`src/rtl/gin_feeder_if.sv`:
```
// Signal bundle between gin_feeder and its surroundings: job control, GLB read port and GIN tag/data FIFO push port.
interface gin_feeder_if #(
   parameter int unsigned DATA_WIDTH    = 64,
   parameter int unsigned ROW_TAG_WIDTH = 4,
   parameter int unsigned COL_TAG_WIDTH = 4,
   parameter int unsigned ADDR_WIDTH    = 16,
   parameter int unsigned CNT_WIDTH     = 12
);
   logic                     start;
   logic [ADDR_WIDTH-1:0]    base_addr;
   logic [ROW_TAG_WIDTH-1:0] num_rows;
   logic [COL_TAG_WIDTH-1:0] num_cols;
   logic [CNT_WIDTH-1:0]     words_per_tag;
   logic                     busy;
   logic                     done;
   logic                     glb_rd_en;
   logic [ADDR_WIDTH-1:0]    glb_addr;
   logic [DATA_WIDTH-1:0]    glb_rd_data;
   logic [ROW_TAG_WIDTH-1:0] row_tag;
   logic [COL_TAG_WIDTH-1:0] col_tag;
   logic [DATA_WIDTH-1:0]    data_out;
   logic                     tags_wr_en;
   logic                     data_wr_en;
   logic                     tags_full;
   logic                     data_full;

   modport master (
      input  start, base_addr, num_rows, num_cols, words_per_tag, glb_rd_data, tags_full, data_full,
      output busy, done, glb_rd_en, glb_addr, row_tag, col_tag, data_out, tags_wr_en, data_wr_en
   );

   modport slave (
      output start, base_addr, num_rows, num_cols, words_per_tag, glb_rd_data, tags_full, data_full,
      input  busy, done, glb_rd_en, glb_addr, row_tag, col_tag, data_out, tags_wr_en, data_wr_en
   );
endinterface

```
`src/rtl/gin_feeder.sv`:
```
// GLB-to-GIN block sequencer: walks (row, col, word) order, reads the GLB and pushes each
// word together with its tag into the GIN FIFOs through a 2-entry skid buffer.
module gin_feeder #(
   parameter int unsigned DATA_WIDTH    = 64,
   parameter int unsigned ROW_TAG_WIDTH = 4,
   parameter int unsigned COL_TAG_WIDTH = 4,
   parameter int unsigned ADDR_WIDTH    = 16,
   parameter int unsigned CNT_WIDTH     = 12
) (
   input logic          clk,
   input logic          reset,
   gin_feeder_if.master bus
);
   localparam logic [1:0] S_IDLE  = 2'd0;
   localparam logic [1:0] S_RUN   = 2'd1;
   localparam logic [1:0] S_DRAIN = 2'd2;
   localparam logic [1:0] S_DONE  = 2'd3;

   typedef struct packed {
      logic [DATA_WIDTH-1:0]    data;
      logic [COL_TAG_WIDTH-1:0] col;
      logic [ROW_TAG_WIDTH-1:0] row;
   } skid_entry_t;

   logic [1:0]               state, state_nxt;
   logic [ADDR_WIDTH-1:0]    cfg_base, word_idx;
   logic [ROW_TAG_WIDTH-1:0] cfg_rows, row_cnt, infl_row;
   logic [COL_TAG_WIDTH-1:0] cfg_cols, col_cnt, infl_col;
   logic [CNT_WIDTH-1:0]     cfg_wpt, word_cnt;
   logic                     inflight;
   logic [1:0]               skid_cnt, skid_cnt_nxt;
   skid_entry_t              skid0, skid1, land_entry;
   logic                     cfg_zero, accept, push, issue;
   logic                     row_last, col_last, word_last, last_issue;

   // Datapath decisions; a slot freed by this cycle's push may be refilled by this cycle's read
   always_comb begin
      cfg_zero     = (bus.num_rows == '0) || (bus.num_cols == '0) || (bus.words_per_tag == '0);
      accept       = (state == S_IDLE) && bus.start;
      push         = (skid_cnt != 2'd0) && !bus.tags_full && !bus.data_full;
      skid_cnt_nxt = 2'(skid_cnt + 2'(inflight) - 2'(push));
      issue        = (state == S_RUN) && (skid_cnt_nxt < 2'd2);
      row_last     = ROW_TAG_WIDTH'(row_cnt + 1'b1) == cfg_rows;
      col_last     = COL_TAG_WIDTH'(col_cnt + 1'b1) == cfg_cols;
      word_last    = CNT_WIDTH'(word_cnt + 1'b1) == cfg_wpt;
      last_issue   = issue && row_last && col_last && word_last;
      land_entry   = skid_entry_t'{data: bus.glb_rd_data, col: infl_col, row: infl_row};
   end

   always_ff @(posedge clk or negedge reset) begin
      if (!reset) state <= S_IDLE;
      else        state <= state_nxt;
   end

   // Next state and outputs
   always_comb begin
      state_nxt      = state;
      bus.busy       = 1'b0;
      bus.done       = 1'b0;
      bus.glb_rd_en  = issue;
      bus.glb_addr   = ADDR_WIDTH'(cfg_base + word_idx);
      bus.tags_wr_en = push;
      bus.data_wr_en = push;
      bus.data_out   = skid0.data;
      bus.col_tag    = skid0.col;
      bus.row_tag    = skid0.row;
      case (state)
         S_IDLE:  if (accept) state_nxt = cfg_zero ? S_DONE : S_RUN;
         S_RUN: begin
            bus.busy = 1'b1;
            if (last_issue) state_nxt = S_DRAIN;
         end
         S_DRAIN: begin
            bus.busy = 1'b1;
            if (skid_cnt_nxt == 2'd0) state_nxt = S_DONE;
         end
         S_DONE: begin
            bus.done  = 1'b1;
            state_nxt = S_IDLE;
         end
         default: state_nxt = S_IDLE;
      endcase
   end

   always_ff @(posedge clk or negedge reset) begin
      if (!reset) begin
         cfg_base <= '0;
         cfg_rows <= '0;
         cfg_cols <= '0;
         cfg_wpt  <= '0;
         row_cnt  <= '0;
         col_cnt  <= '0;
         word_cnt <= '0;
         word_idx <= '0;
         infl_row <= '0;
         infl_col <= '0;
         inflight <= 1'b0;
         skid_cnt <= 2'd0;
         skid0    <= '0;
         skid1    <= '0;
      end else begin
         if (accept) begin
            cfg_base <= bus.base_addr;
            cfg_rows <= bus.num_rows;
            cfg_cols <= bus.num_cols;
            cfg_wpt  <= bus.words_per_tag;
            row_cnt  <= '0;
            col_cnt  <= '0;
            word_cnt <= '0;
            word_idx <= '0;
         end
         // Tag travels with the read request; word is innermost, row outermost
         if (issue) begin
            infl_row <= row_cnt;
            infl_col <= col_cnt;
            word_idx <= word_idx + 1'b1;
            if (word_last) begin
               word_cnt <= '0;
               if (col_last) begin
                  col_cnt <= '0;
                  row_cnt <= row_cnt + 1'b1;
               end else begin
                  col_cnt <= col_cnt + 1'b1;
               end
            end else begin
               word_cnt <= word_cnt + 1'b1;
            end
         end
         inflight <= issue;
         skid_cnt <= skid_cnt_nxt;
         // skid0 is the head; a pop shifts skid1 forward, a landing word fills the first free slot
         if (push && inflight) begin
            if (skid_cnt == 2'd1) begin
               skid0 <= land_entry;
            end else begin
               skid0 <= skid1;
               skid1 <= land_entry;
            end
         end else if (push) begin
            skid0 <= skid1;
         end else if (inflight) begin
            if (skid_cnt == 2'd0) skid0 <= land_entry;
            else                  skid1 <= land_entry;
         end
      end
   end
endmodule

```
`src/flat_wrapper.sv`:
```
// flat-port wrapper written by rule: the top's interface ports become plain ports
module gin_feeder_flat 
#(
   parameter int unsigned DATA_WIDTH    = 64,
   parameter int unsigned ROW_TAG_WIDTH = 4,
   parameter int unsigned COL_TAG_WIDTH = 4,
   parameter int unsigned ADDR_WIDTH    = 16,
   parameter int unsigned CNT_WIDTH     = 12
)
  (clk, reset, bus_start, bus_base_addr, bus_num_rows, bus_num_cols, bus_words_per_tag, bus_glb_rd_data, bus_tags_full, bus_data_full, bus_busy, bus_done, bus_glb_rd_en, bus_glb_addr, bus_row_tag, bus_col_tag, bus_data_out, bus_tags_wr_en, bus_data_wr_en);
  gin_feeder_if #(.DATA_WIDTH(DATA_WIDTH), .ROW_TAG_WIDTH(ROW_TAG_WIDTH), .COL_TAG_WIDTH(COL_TAG_WIDTH), .ADDR_WIDTH(ADDR_WIDTH), .CNT_WIDTH(CNT_WIDTH)) bus_i ();
  input logic clk;
  input logic reset;
  input wire logic [$bits(bus_i.start)-1:0] bus_start;
  input wire logic [$bits(bus_i.base_addr)-1:0] bus_base_addr;
  input wire logic [$bits(bus_i.num_rows)-1:0] bus_num_rows;
  input wire logic [$bits(bus_i.num_cols)-1:0] bus_num_cols;
  input wire logic [$bits(bus_i.words_per_tag)-1:0] bus_words_per_tag;
  input wire logic [$bits(bus_i.glb_rd_data)-1:0] bus_glb_rd_data;
  input wire logic [$bits(bus_i.tags_full)-1:0] bus_tags_full;
  input wire logic [$bits(bus_i.data_full)-1:0] bus_data_full;
  output wire logic [$bits(bus_i.busy)-1:0] bus_busy;
  output wire logic [$bits(bus_i.done)-1:0] bus_done;
  output wire logic [$bits(bus_i.glb_rd_en)-1:0] bus_glb_rd_en;
  output wire logic [$bits(bus_i.glb_addr)-1:0] bus_glb_addr;
  output wire logic [$bits(bus_i.row_tag)-1:0] bus_row_tag;
  output wire logic [$bits(bus_i.col_tag)-1:0] bus_col_tag;
  output wire logic [$bits(bus_i.data_out)-1:0] bus_data_out;
  output wire logic [$bits(bus_i.tags_wr_en)-1:0] bus_tags_wr_en;
  output wire logic [$bits(bus_i.data_wr_en)-1:0] bus_data_wr_en;
  assign bus_i.start = bus_start;
  assign bus_i.base_addr = bus_base_addr;
  assign bus_i.num_rows = bus_num_rows;
  assign bus_i.num_cols = bus_num_cols;
  assign bus_i.words_per_tag = bus_words_per_tag;
  assign bus_i.glb_rd_data = bus_glb_rd_data;
  assign bus_i.tags_full = bus_tags_full;
  assign bus_i.data_full = bus_data_full;
  assign bus_busy = bus_i.busy;
  assign bus_done = bus_i.done;
  assign bus_glb_rd_en = bus_i.glb_rd_en;
  assign bus_glb_addr = bus_i.glb_addr;
  assign bus_row_tag = bus_i.row_tag;
  assign bus_col_tag = bus_i.col_tag;
  assign bus_data_out = bus_i.data_out;
  assign bus_tags_wr_en = bus_i.tags_wr_en;
  assign bus_data_wr_en = bus_i.data_wr_en;
  gin_feeder #(.DATA_WIDTH(DATA_WIDTH), .ROW_TAG_WIDTH(ROW_TAG_WIDTH), .COL_TAG_WIDTH(COL_TAG_WIDTH), .ADDR_WIDTH(ADDR_WIDTH), .CNT_WIDTH(CNT_WIDTH)) u_core (.clk(clk), .reset(reset), .bus(bus_i));
endmodule
```
`config.mk`:
```
export PLATFORM = sky130hd
export DESIGN_NAME = gin_feeder_flat
export DESIGN_NICKNAME = d
export VERILOG_FILES = /design/src/rtl/gin_feeder_if.sv /design/src/rtl/gin_feeder.sv /design/src/flat_wrapper.sv
export SDC_FILE = /design/constraint.sdc
export NUM_CORES = 1
export LEC_CHECK = 0
export CAP_MARGIN = 20
export CORE_MARGIN = 3
export CORE_UTILIZATION = 53
export CTS_CLUSTER_SIZE = 20
export DETAILED_ROUTE_END_ITERATION = 8
export HOLD_SLACK_MARGIN = 0.06
export PLACE_DENSITY = 0.8
export SYNTH_ARGS = -nofsm -noshare
export SYNTH_HDL_FRONTEND = slang
export SYNTH_SLANG_ARGS = --single-unit
export TNS_END_PERCENT = 30
```
`constraint.sdc`:
```
create_clock -name clk -period 5.75 [get_ports clk]
set_input_delay 1.725 -clock clk [delete_from_list [all_inputs] [get_ports clk]]
set_output_delay 1.725 -clock clk [all_outputs]
set_load 0.02 [all_outputs]
```
After elaboration in Yosys (flattened, before gate mapping)

Index checks and enable logic that the tools add are counted.

Logic and storage cells: 97
Output and inout port bits: 93
Flip-flop bits (word level): 229

Order comparisons: 1
Reductions and logical operators: 27
Eq/ne operators: 13
Add/subtract/negate cells: 7
Multiplexer cells: 30

Operator list:

| cell                                                  | count |
|---|---|
| two-way mux 72 bit                                    | 10 |
| two-way mux 12 bit                                    | 3 |
| two-way mux 16 bit                                    | 2 |
| two-way mux 4 bit                                     | 8 |
| adder 16 x 1 -> 16 bit, second input constant         | 1 |
| adder 16 bit                                          | 1 |
| adder 12 x 1 -> 12 bit, second input constant         | 1 |
| equality test 12 bit                                  | 1 |
| logical NOT 12 bit                                    | 1 |
| adder 4 x 1 -> 4 bit, second input constant           | 2 |
| equality test 4 bit                                   | 2 |
| logical AND 1 bit                                     | 8 |
| logical NOT 4 bit                                     | 2 |
| two-way mux 2 bit                                     | 4 |
| inequality test 2 x 1 -> 1 bit, second input constant | 4 |
| case mux 2 bit (4 select lines)                       | 1 |
| logical NOT 2 bit                                     | 3 |
| nonzero test 2 bit                                    | 3 |
| nonzero test 3 bit                                    | 2 |
| equality test 2 x 1 -> 1 bit, second input constant   | 2 |
| equality test 2 bit, second input constant            | 2 |
| inequality test 2 bit, second input constant          | 2 |
| AND reduction 4 bit                                   | 1 |
| AND reduction 3 bit                                   | 1 |
| other kinds (8)                                       | 11 |

Longest topological paths before layout

Gate-level depths: netlist of run 1.

Depth in word-level cells: 11
Gate-level depth with buffers: 12

Worst setup path after synthesis of run 1

Ideal clock, no wire load.

Path type: input to output
From: input port bus_tags_full
To: output port bus_glb_rd_en
Slack: 0.309 ns
Arrival: 3.716 ns
Required time: 4.025 ns
Stages: 10
Path through: nor2_1 > o21ai_0 > ha_1 > ha_1 > xnor2_1 > or2_1 > buf_2 > inv_1 > buf_2 > buf_1

Word-level cells in the longest chain between the ends: 6

RTL lines:

| what                           | RTL line           | RTL |
|---|---|---|
| start, declared                | flat_wrapper.sv:20 | `input wire logic [$bits(bus_i.tags_full)-1:0] bus_tags_full;` |
| logical NOT 1 bit              | gin_feeder.sv:40   | `push = (skid_cnt != 2'd0) && !bus.tags_full && !bus.data_full;` |
| logical AND 1 bit (2 in a row) | gin_feeder.sv:40   |  |
| subtractor 2 x 1 -> 2 bit      | gin_feeder.sv:41   | `skid_cnt_nxt = 2'(skid_cnt + 2'(inflight) - 2'(push));` |
| net u_core.skid_cnt_nxt[1]     | gin_feeder.sv:31   | `logic [1:0] skid_cnt, skid_cnt_nxt;` |
| < comparator 2 bit             | gin_feeder.sv:42   | `issue = (state == S_RUN) && (skid_cnt_nxt < 2'd2);` |
| logical AND 1 bit              | gin_feeder.sv:42   |  |
| end, declared                  | flat_wrapper.sv:24 | `output wire logic [$bits(bus_i.glb_rd_en)-1:0] bus_glb_rd_en;` |

The timed path passes the listed nets, and every way through them passes these cells.

Final worst setup path of run 1

Ends and elaborated chain as after synthesis.

==> results_dict.tcl, run 1 <==
set metrics [dict create \
    status "completed" \
    ys.flop_type "dfrtp_1" \
    die_width_um 150.6 \
    reg2reg_to "u_core.word_idx[6]" \
    grt_max_degree 97 \
    grt_pass1_vias 8204 \
    clk_latency_ps 520 \
    hold_depth 2 \
    start_util_pct 54.44 \
    gr-total-overflow 0 \
    crit_slowest_cell "clkdlybuf4s50_1" \
    final_cells 1470 \
    finalCritPeriodShare_pct 95.74 \
    core_region_area_sq_um 20360 \
    whs_ps 475.6 \
    ctsHoldBuffers 0 \
    fillers 1549 \
    antenna_left 0 \
    cts_buffers 24 \
    critical_path_class "input port to primary output" \
    antenna_found_initial 0 \
    cts_root_buf "clkbuf_16" \
    track_usage_pct 21.64 \
    port_buffers 197 \
    rsz0062_at_grt "false" \
    tightest_slew_ps 900.2 \
    cp-start-kind "input port" \
    drive_above_1_share_pct 14.58 \
    worstPathArrival_ps 3780 \
    die_area_sq_um 22690 \
    routabilityCongestion 0.8659 \
    power_density_nw_per_um2 523.7 \
    grt_pass1_wl_um 40680 \
    period_minus_slack_ps 5505 \
    area_growth_pct 27.03 \
    antennaDiodeCount 0 \
    syn_area_per_cell_sq_um 11.12 \
    tns_ps 0 \
    yosys_warnings 0 \
    clkTransAtPathRegs_ps 60 \
    path_cells "clkdlybuf4s50_1, nor2_1, o21ai_0, ha_1, ha_1, xnor2_1, buf_4, or2_1, inv_1, clkbuf_2" \
    ys_ff_latch 229 \
    max_freq_mhz 181.7 \
    crit_fanout 5 \
    r2r_setup_slack_ps 2570 \
    cts_setup_buffers 0 \
    drv_slew 0 \
    p_total_uw 7375 \
    routed_wl_um 24700 \
    cpMostUsedCell "ha_1" \
    die_height_um 150.6 \
    syn_nets 1130 \
    netlist.area_leader.share_pct 51.69 \
    hold_start "u_core.bus.data_out[52]" \
    vias 8151 \
    multi_input_comb_area_sq_um 5134 \
    cap_violations 0 \
    skew_ps 14.03 \
    layout_common_cells "dfrtp_1 (229), clkdlybuf4s50_1 (194), nand2_1 (125)" \
    end_kind "primary output" \
    power.static_leakage_uw 0.006568 \
    worstPathRequired_ps 4030 \
    final_common_cell "dfrtp_1" \
    ys_seq_area_share_pct 51.69 \
    vias_per_cell 5.545 \
    clockBufferDepth 3 \
    worstReg2RegStart "u_core.skid_cnt[1]" \
    drt_iter0_drc 336 \
    ir_worst_vdd_mv 0.2649 \
    yosysTopAreaCell "dfrtp_1" \
    drc 0 \
    clock-sinks 229 \
    num-nets-final 1320 \
    syn_inst 997 \
    max_stage_delay_ps 440 \
    syn_area_sq_um 11090 \
    first_pass_iters 5 \
    wl_per_cell_um 16.80 \
    finalSetupViolCount 0 \
    cts_max_level 1 \
    slew-limit-headroom_pct 39.99 \
    r2r_cells 11 \
    synth.distinct_cells 62 \
    yosys-top-cells-area "dfrtp_1 (52%), mux2_2 (11%), mux2i_1 (7.0%), o21ai_0 (5.0%), nand2_1 (4.3%)" \
    finalHoldViolations 0 \
    synth_edf_count 0 \
    hpwl_um 17030 \
    num_rows 52 \
    hold_class "flop to flop" \
    whs_endpoint "u_core.bus.data_out[52]" \
    async_flop_share_pct 100.0 \
    register_area_sq_um 5731 \
    cts_tree "built" \
    dp_cells 1431 \
    ios 198 \
]
metrics by stage:
step                util, %  setup slack, ps  cell area (sq um)
finish                69.16            245.1              14080
global route          69.16            79.88              14080
CTS                   69.14            50.24              14080
detailed placement    65.59           -180.2              13360
global placement      65.59           -120.5              13360
floorplan                 -            309.0              11090
Yosys cell counts (16+ instances only):
library cell / number
a21oi_1: 17
and3_1: 16
clkbuf_1: 35
dfrtp_1: 229
ha_1: 27
inv_1: 16
mux2_2: 109
mux2i_1: 77
nand2_1: 126
nand3_1: 21
nor2_1: 27
o21ai_0: 110
xnor2_1: 29
flip-flops by register name, indices dropped and copies added (netlist names), 12 cells and up:
signal / count
u_core.word_cnt: 12
u_core.bus.data_out: 64
u_core.word_idx: 16
u_core.skid1: 72
u_core.cfg_wpt: 12
u_core.cfg_base: 16
kinds of logic after synthesis:
family                     after synthesis  share of synthesized area, %
buffers and inverters                   64                         2.392
DFF                                    229                         51.69
and+or+nand+nor                        264                         11.64
AOI/OAI and AO/OA                      184                         9.638
xor gates and xnor gates                40                         3.160
adders and majority gates               28                         3.228
muxes                                  188                         18.26
power by group:
group	switching, uW	internal (uW)
clock network	608	829
logic	1670	1580
registers	405	2280
total	2680	4690
critical path, delay by kind of cell:
kind / cells / cell delay (ps)
fa+ha+maj: 2 / 530
simple gates: 2 / 370
xor+xnor: 1 / 130
compound gates: 1 / 140
buf+inv: 4 / 890
cell type report:
class / count / share of cell area, %
sequential: 229 / 40.69
multi-input combinational: 704 / 36.45
timing repair buffer: 212 / 14.91
clock inverter: 3 / 0.1866
clock buffer: 36 / 4.940
tap: 270 / 2.399
inverter: 16 / 0.4264
how the worst max path moves through the flow:
stage	to	start	depth (start not counted)	slack [ps]
after CTS	bus_glb_addr[14]	u_core.word_idx[0]	11	50
after global routing	bus_glb_rd_en	bus_tags_full	10	80
after detailed placement	bus_glb_rd_en	bus_tags_full	10	-180
final	bus_glb_rd_en	bus_tags_full	10	250
after floorplan	bus_glb_rd_en	bus_tags_full	10	310
after global placement	bus_glb_rd_en	bus_tags_full	10	-120
layer usage:
layer  routed length (um)  share of wire (%)  track usage (%)  up-vias
met3                 1506                6.1            4.034       30
met2                11830                 48            36.58      204
met4                  403                1.6            4.714        0
met5                    0                  0                0        -
li1                     -                  -                -     3932
met1                10960                 44            29.34     3985
timing repair:
item,CTS,global route
resized for setup,2,4
pin swaps,0,0
cloned,0,0
setup endpoints to repair,2,2
(Power assumes the default switching activity.)
==> run 2, diff against run 1 <==
- CAP_MARGIN: 20 -> default
- SETUP_SLACK_MARGIN: default -> 0.05
- clock period: 5.75 -> 5.3 ns (I/O delays scaled with it)
==> run 2 against run 1 <==
Compared with the run above: clock power grew 14%; clock skew shrank 8.6 ps; largest power group unchanged; combinational power grew 8.3%; sequential cell count is the same; count of clock-buffer cells in the layout is the same.
==> results_dict.tcl, run 2 (same netlist as run 1, synthesis figures left out) <==
set metrics [dict create \
    grt_pass1_wl_um 39680 \
    clk_latency_ps 500 \
    vias 8175 \
    status "completed" \
    ctsHoldBuffers 0 \
    layout_common_cells "dfrtp_1 (229), clkdlybuf4s50_1 (193), nand2_1 (125)" \
    rsz0062_at_grt "true" \
    critical_path_class "input port to primary output" \
    num-nets-final 1321 \
    port_buffers 197 \
    antenna_found_initial 0 \
    hpwl_um 16640 \
    period_minus_slack_ps 5149 \
    grt_max_degree 109 \
    cts_tree "built" \
    postLayoutCoreUtil_pct 69.42 \
    tightest_slew_ps 831.5 \
    drive_above_1_share_pct 15.10 \
    wl_per_cell_um 16.58 \
    die_area_sq_um 22690 \
    finalHoldViolations 0 \
    num_rows 52 \
    clock-sinks 229 \
    cp-start-kind "input port" \
    first_pass_iters 5 \
    worstPathRequired_ps 3710 \
    hold_class "flop to flop" \
    antenna_left 0 \
    die_height_um 150.6 \
    worstPathArrival_ps 3560 \
    routed_wl_um 24460 \
    crit_fanout 5 \
    clkTransAtPathRegs_ps 60 \
    worst_slack_ps 150.6 \
    cap_violations 0 \
    finalCritPeriodShare_pct 97.16 \
    power_density_nw_per_um2 571.0 \
    drv_slew 0 \
    cts_root_buf "clkbuf_16" \
    end_kind "primary output" \
    ios 198 \
    drc 0 \
    top_register "u_core.skid1" \
    antennaDiodeCount 0 \
    clockBufferDepth 3 \
    grt_pass1_vias 7891 \
    gr-total-overflow 0 \
    skew_ps 5.403 \
    finalSetupViolCount 0 \
    final_common_cell "dfrtp_1" \
    core_region_area_sq_um 20360 \
    place_ws_ps -330.3 \
    start_util_pct 54.44 \
    max_freq_mhz 194.2 \
    slew-limit-headroom_pct 44.57 \
    fillers 1543 \
    track_usage_pct 21.21 \
    die_width_um 150.6 \
    cts_buffers 25 \
    largest_reg_flops 72 \
    routabilityCongestion 0.8805 \
    power.static_leakage_uw 0.006594 \
    cts_max_level 1 \
    area_growth_pct 27.51 \
    vias_per_cell 5.542 \
    ir_worst_vdd_mv 0.3446 \
    whs_ps 473.5 \
    drt_iter0_drc 364 \
]
run 2: path summary, 6_finish.rpt:
kind                                  startpoint                      to  slack (ps)  depth (start not counted)
setup / recovery                   bus_tags_full           bus_glb_rd_en         150                          9
hold / removal             u_core.bus.col_tag[3]   u_core.bus.col_tag[3]         470                          2
setup reg to reg              u_core.word_cnt[4]      u_core.word_cnt[0]        2310                          7
hold reg to reg            u_core.bus.col_tag[3]   u_core.bus.col_tag[3]         470                          2
max in group asynchronous                  reset       u_core.cfg_wpt[8]        3040                          2
min in group asynchronous                  reset  u_core.bus.data_out[3]        1110                          1
run 2: what timing repair did:
item	4_1_cts	5_1_grt
buffers inserted	0	0
gates resized for setup	7	4
setup endpoints to repair	3	4
run 2: metrics by stage:
step                      instances  power (uW)  cell area, sq um  setup TNS, ps
after floorplan                 997        5113             11090              0
after global placement         1431        6336             13350         -322.7
after detailed placement       1431        6464             13350         -330.3
after CTS                      1475        8149             14130              0
after global routing           1475        8610             14140         -14.35
final                          1475        8073             14140              0
run 2: report_power, final:
| group | total [uW] | leakage (uW) | switching (uW) | internal [uW] |
|---|---|---|---|---|
| Clock | 1640 | 0.000375 | 666 | 971 |
| Combinational | 3520 | 0.00335 | 1810 | 1710 |
| Sequential | 2910 | 0.00287 | 435 | 2480 |
run 2: layout make-up:
class / count / area, sq um / share of cell area (%)
well taps: 270 / 337.8 / 2.390
inverters: 16 / 60.06 / 0.4248
repair buffers: 212 / 2086 / 14.75
multi-input cells: 704 / 5144 / 36.38
clock inverters: 8 / 72.57 / 0.5133
clock buffers: 36 / 706.9 / 5.000
flip-flops and latches: 229 / 5731 / 40.53
run 2: layer usage:
layer	up-vias	wire length (um)	global-route usage (%)
met4	0	300	3.808
met1	3963	11110	30.06
met3	28	1599	3.943
li1	3953	-	-
met2	231	11450	34.78
met5	-	0	0
run 2: worst max-delay path, cell delays in order:
cell,delay [ps]
clkdlybuf4s50_1,430
nor2_2,140
o21ai_0,120
ha_1,320
ha_1,210
xnor2_2,200
or2_1,250
inv_1,110
buf_2,180
==> edit: new RTL, config.mk and constraints of run 2 <==
`DATA_WIDTH` is set to 64 in 3 places; all go to 72.
--- a/src/rtl/gin_feeder_if.sv
+++ b/src/rtl/gin_feeder_if.sv
@@ -1,6 +1,6 @@
 // Signal bundle between gin_feeder and its surroundings: job control, GLB read port and GIN tag/data FIFO push port.
 interface gin_feeder_if #(
-   parameter int unsigned DATA_WIDTH    = 64,
+   parameter int unsigned DATA_WIDTH    = 72,
    parameter int unsigned ROW_TAG_WIDTH = 4,
    parameter int unsigned COL_TAG_WIDTH = 4,
    parameter int unsigned ADDR_WIDTH    = 16,
--- a/src/rtl/gin_feeder.sv
+++ b/src/rtl/gin_feeder.sv
@@ -1,7 +1,7 @@
 // GLB-to-GIN block sequencer: walks (row, col, word) order, reads the GLB and pushes each
 // word together with its tag into the GIN FIFOs through a 2-entry skid buffer.
 module gin_feeder #(
-   parameter int unsigned DATA_WIDTH    = 64,
+   parameter int unsigned DATA_WIDTH    = 72,
    parameter int unsigned ROW_TAG_WIDTH = 4,
    parameter int unsigned COL_TAG_WIDTH = 4,
    parameter int unsigned ADDR_WIDTH    = 16,
--- a/src/flat_wrapper.sv
+++ b/src/flat_wrapper.sv
@@ -1,7 +1,7 @@
 // flat-port wrapper written by rule: the top's interface ports become plain ports
 module gin_feeder_flat 
 #(
-   parameter int unsigned DATA_WIDTH    = 64,
+   parameter int unsigned DATA_WIDTH    = 72,
    parameter int unsigned ROW_TAG_WIDTH = 4,
    parameter int unsigned COL_TAG_WIDTH = 4,
    parameter int unsigned ADDR_WIDTH    = 16,
Ports: changed (resized bus_data_out and bus_glb_rd_data); port bits go from 198 to 214. The function was not compared with the original's and may differ.
==> edit against run 2 <==
  * Clock skew is 0.011 ns higher
  * Design area is 5.8% higher
  * Global-route usage rose by 0.19 points
  * Power increased by 3.8%
  * Utilization rose by 0.61 points
  * Wire length increased by 7.4%
  * Worst setup slack got worse by 0.049 ns
  * Fmax is 0.95% lower
  * Count of clock-buffer cells in the layout increased by 6
  * Sequential cell count is 16 higher
  * Worst hold slack improved by 0.0022 ns
  * Synthesized area grew 5.3%
==> edit: results <==
[status]
status = finished clean

[power]
p_clk_share_pct = 21.4
swShare_pct = 35.2
seq_cell_power_uw = 3080
irDropWorstVdd_v = 0.000278
p_leak_uw = 0.00702

[setup_path]
reg2reg_depth = 10
r2r_slack_ns = 2.13
worstPathMaxFanout = 2
worstSetupStartpoint = bus_data_full
reg2reg_from = u_core.skid_cnt[1]$_DFF_PN0_
r2r_end = u_core.word_idx[8]$_DFFE_PN0P_
cp_data_arrival_time_ns = 3.61

[final_layout]
drive_gt1_share_pct = 15.2
syn2layout_area_growth_pct = 28.0
inverters = 20
multi_input_cells = 717
buf_share_pct = 15.4
sh_seq_area_pct = 41.0
buffers = 229
nClkBuffers = 42
clk_share_pct = 5.69
multi_input_area_um2 = 5250
nets = 1381
largest_register_ffs = 80
fillCellCount = 1564

[global_route]
grt_max_degree = 139
grt_util_all_layers_pct = 21.4
grt_pass1_wl_mm = 42.6
grt_pass1_vias = 8466

[hold_path]
hp-start = u_core.bus.row_tag[1]$_DFFE_PN0P_
holdPathStages = 2
min_to = u_core.bus.row_tag[1]$_DFFE_PN0P_

[placed_design]
place.gp.congestion = 0.830
placed_area_um2 = 14100
hpwl_mm = 17.9
portBuffers = 213

[cts]
numCtsBuffers = 27
clk_latency_ns = 0.53
cts_max_level = 1
clk_pin_slew_ns = 0.06
cts_sinks = 245

[timing]
finalClockSkew_ns = 0.0166
tightest_slew_ns = 1.10

[synthesis]
yosysSeqAreaShare_pct = 52.5
synth.distinct_cells = 61
syn_nets = 1181
synth_top_cells_by_area = dfrtp_1, mux2_2, mux2i_1
synthTopCellsByCount = dfrtp_1, nand2_1, mux2_2, o21ai_0, mux2i_1

[drt]
routed_wl_mm = 26.3
vias_per_cell = 5.56
drtPass1Iterations = 4
drt_first_iter_violations = 307

[die]
coreArea_um2 = 21400
-- edit: changes by cell type in the layout (fill, tap and decap cells not counted), moves of 6 or more --
cell and change:
clkdlybuf4s50_1 +16, dfrtp_1 +16, mux2i_1 +12, nand2_1 +11, mux2_2 +8, nor4_1 -7, o21ai_0 +6
-- edit: layer usage --
metal  wire (um)  track usage (%)
met1       11500             28.8
met5           0                0
met2       12600             36.3
met3        1790             4.45
met4         374             4.33
-- edit: critical path: stages --
cell	delay, ns
clkdlybuf4s50_1	0.43
nor2_1	0.13
o21ai_0	0.13
ha_1	0.32
ha_1	0.19
xnor2_1	0.15
or2_1	0.24
inv_2	0.11
clkdlybuf4s15_1	0.32
-- edit: cell families (layout without fill, tap and decap cells) --
family | after synthesis | after routing | synth area share, %
fa+ha+maj | 28 | 28 | 3.06
buf+inv | 78 | 295 | 2.96
flops | 245 | 245 | 52.5
mux | 207 | 207 | 19.0
xor+xnor | 38 | 38 | 2.85
simple gates | 251 | 251 | 9.94
compound gates | 193 | 193 | 9.66
-- edit: timing repair --
item | 4_1_cts | 5_1_grt
resized for setup | 4 | 3
setup endpoints to repair | 3 | 3
endpoints found under the hold margin | 0 | 0
buffers inserted | 0 | 0
hold buffers | 0 | 0
-- edit: through the flow --
stage	TNS, ns	hold WS [ns]	total power [uW]	worst slack [ns]	std cells
finish	0	0.476	8380	0.101	1532
global route	-0.0457	0.500	8900	-0.0457	1532
CTS	0	0.482	8460	0.0392	1532
detailed placement	-0.214	0.470	6630	-0.214	1486
global placement	-0.201	0.459	6480	-0.201	1486
floorplan	0	0.458	5240	0.206	1040
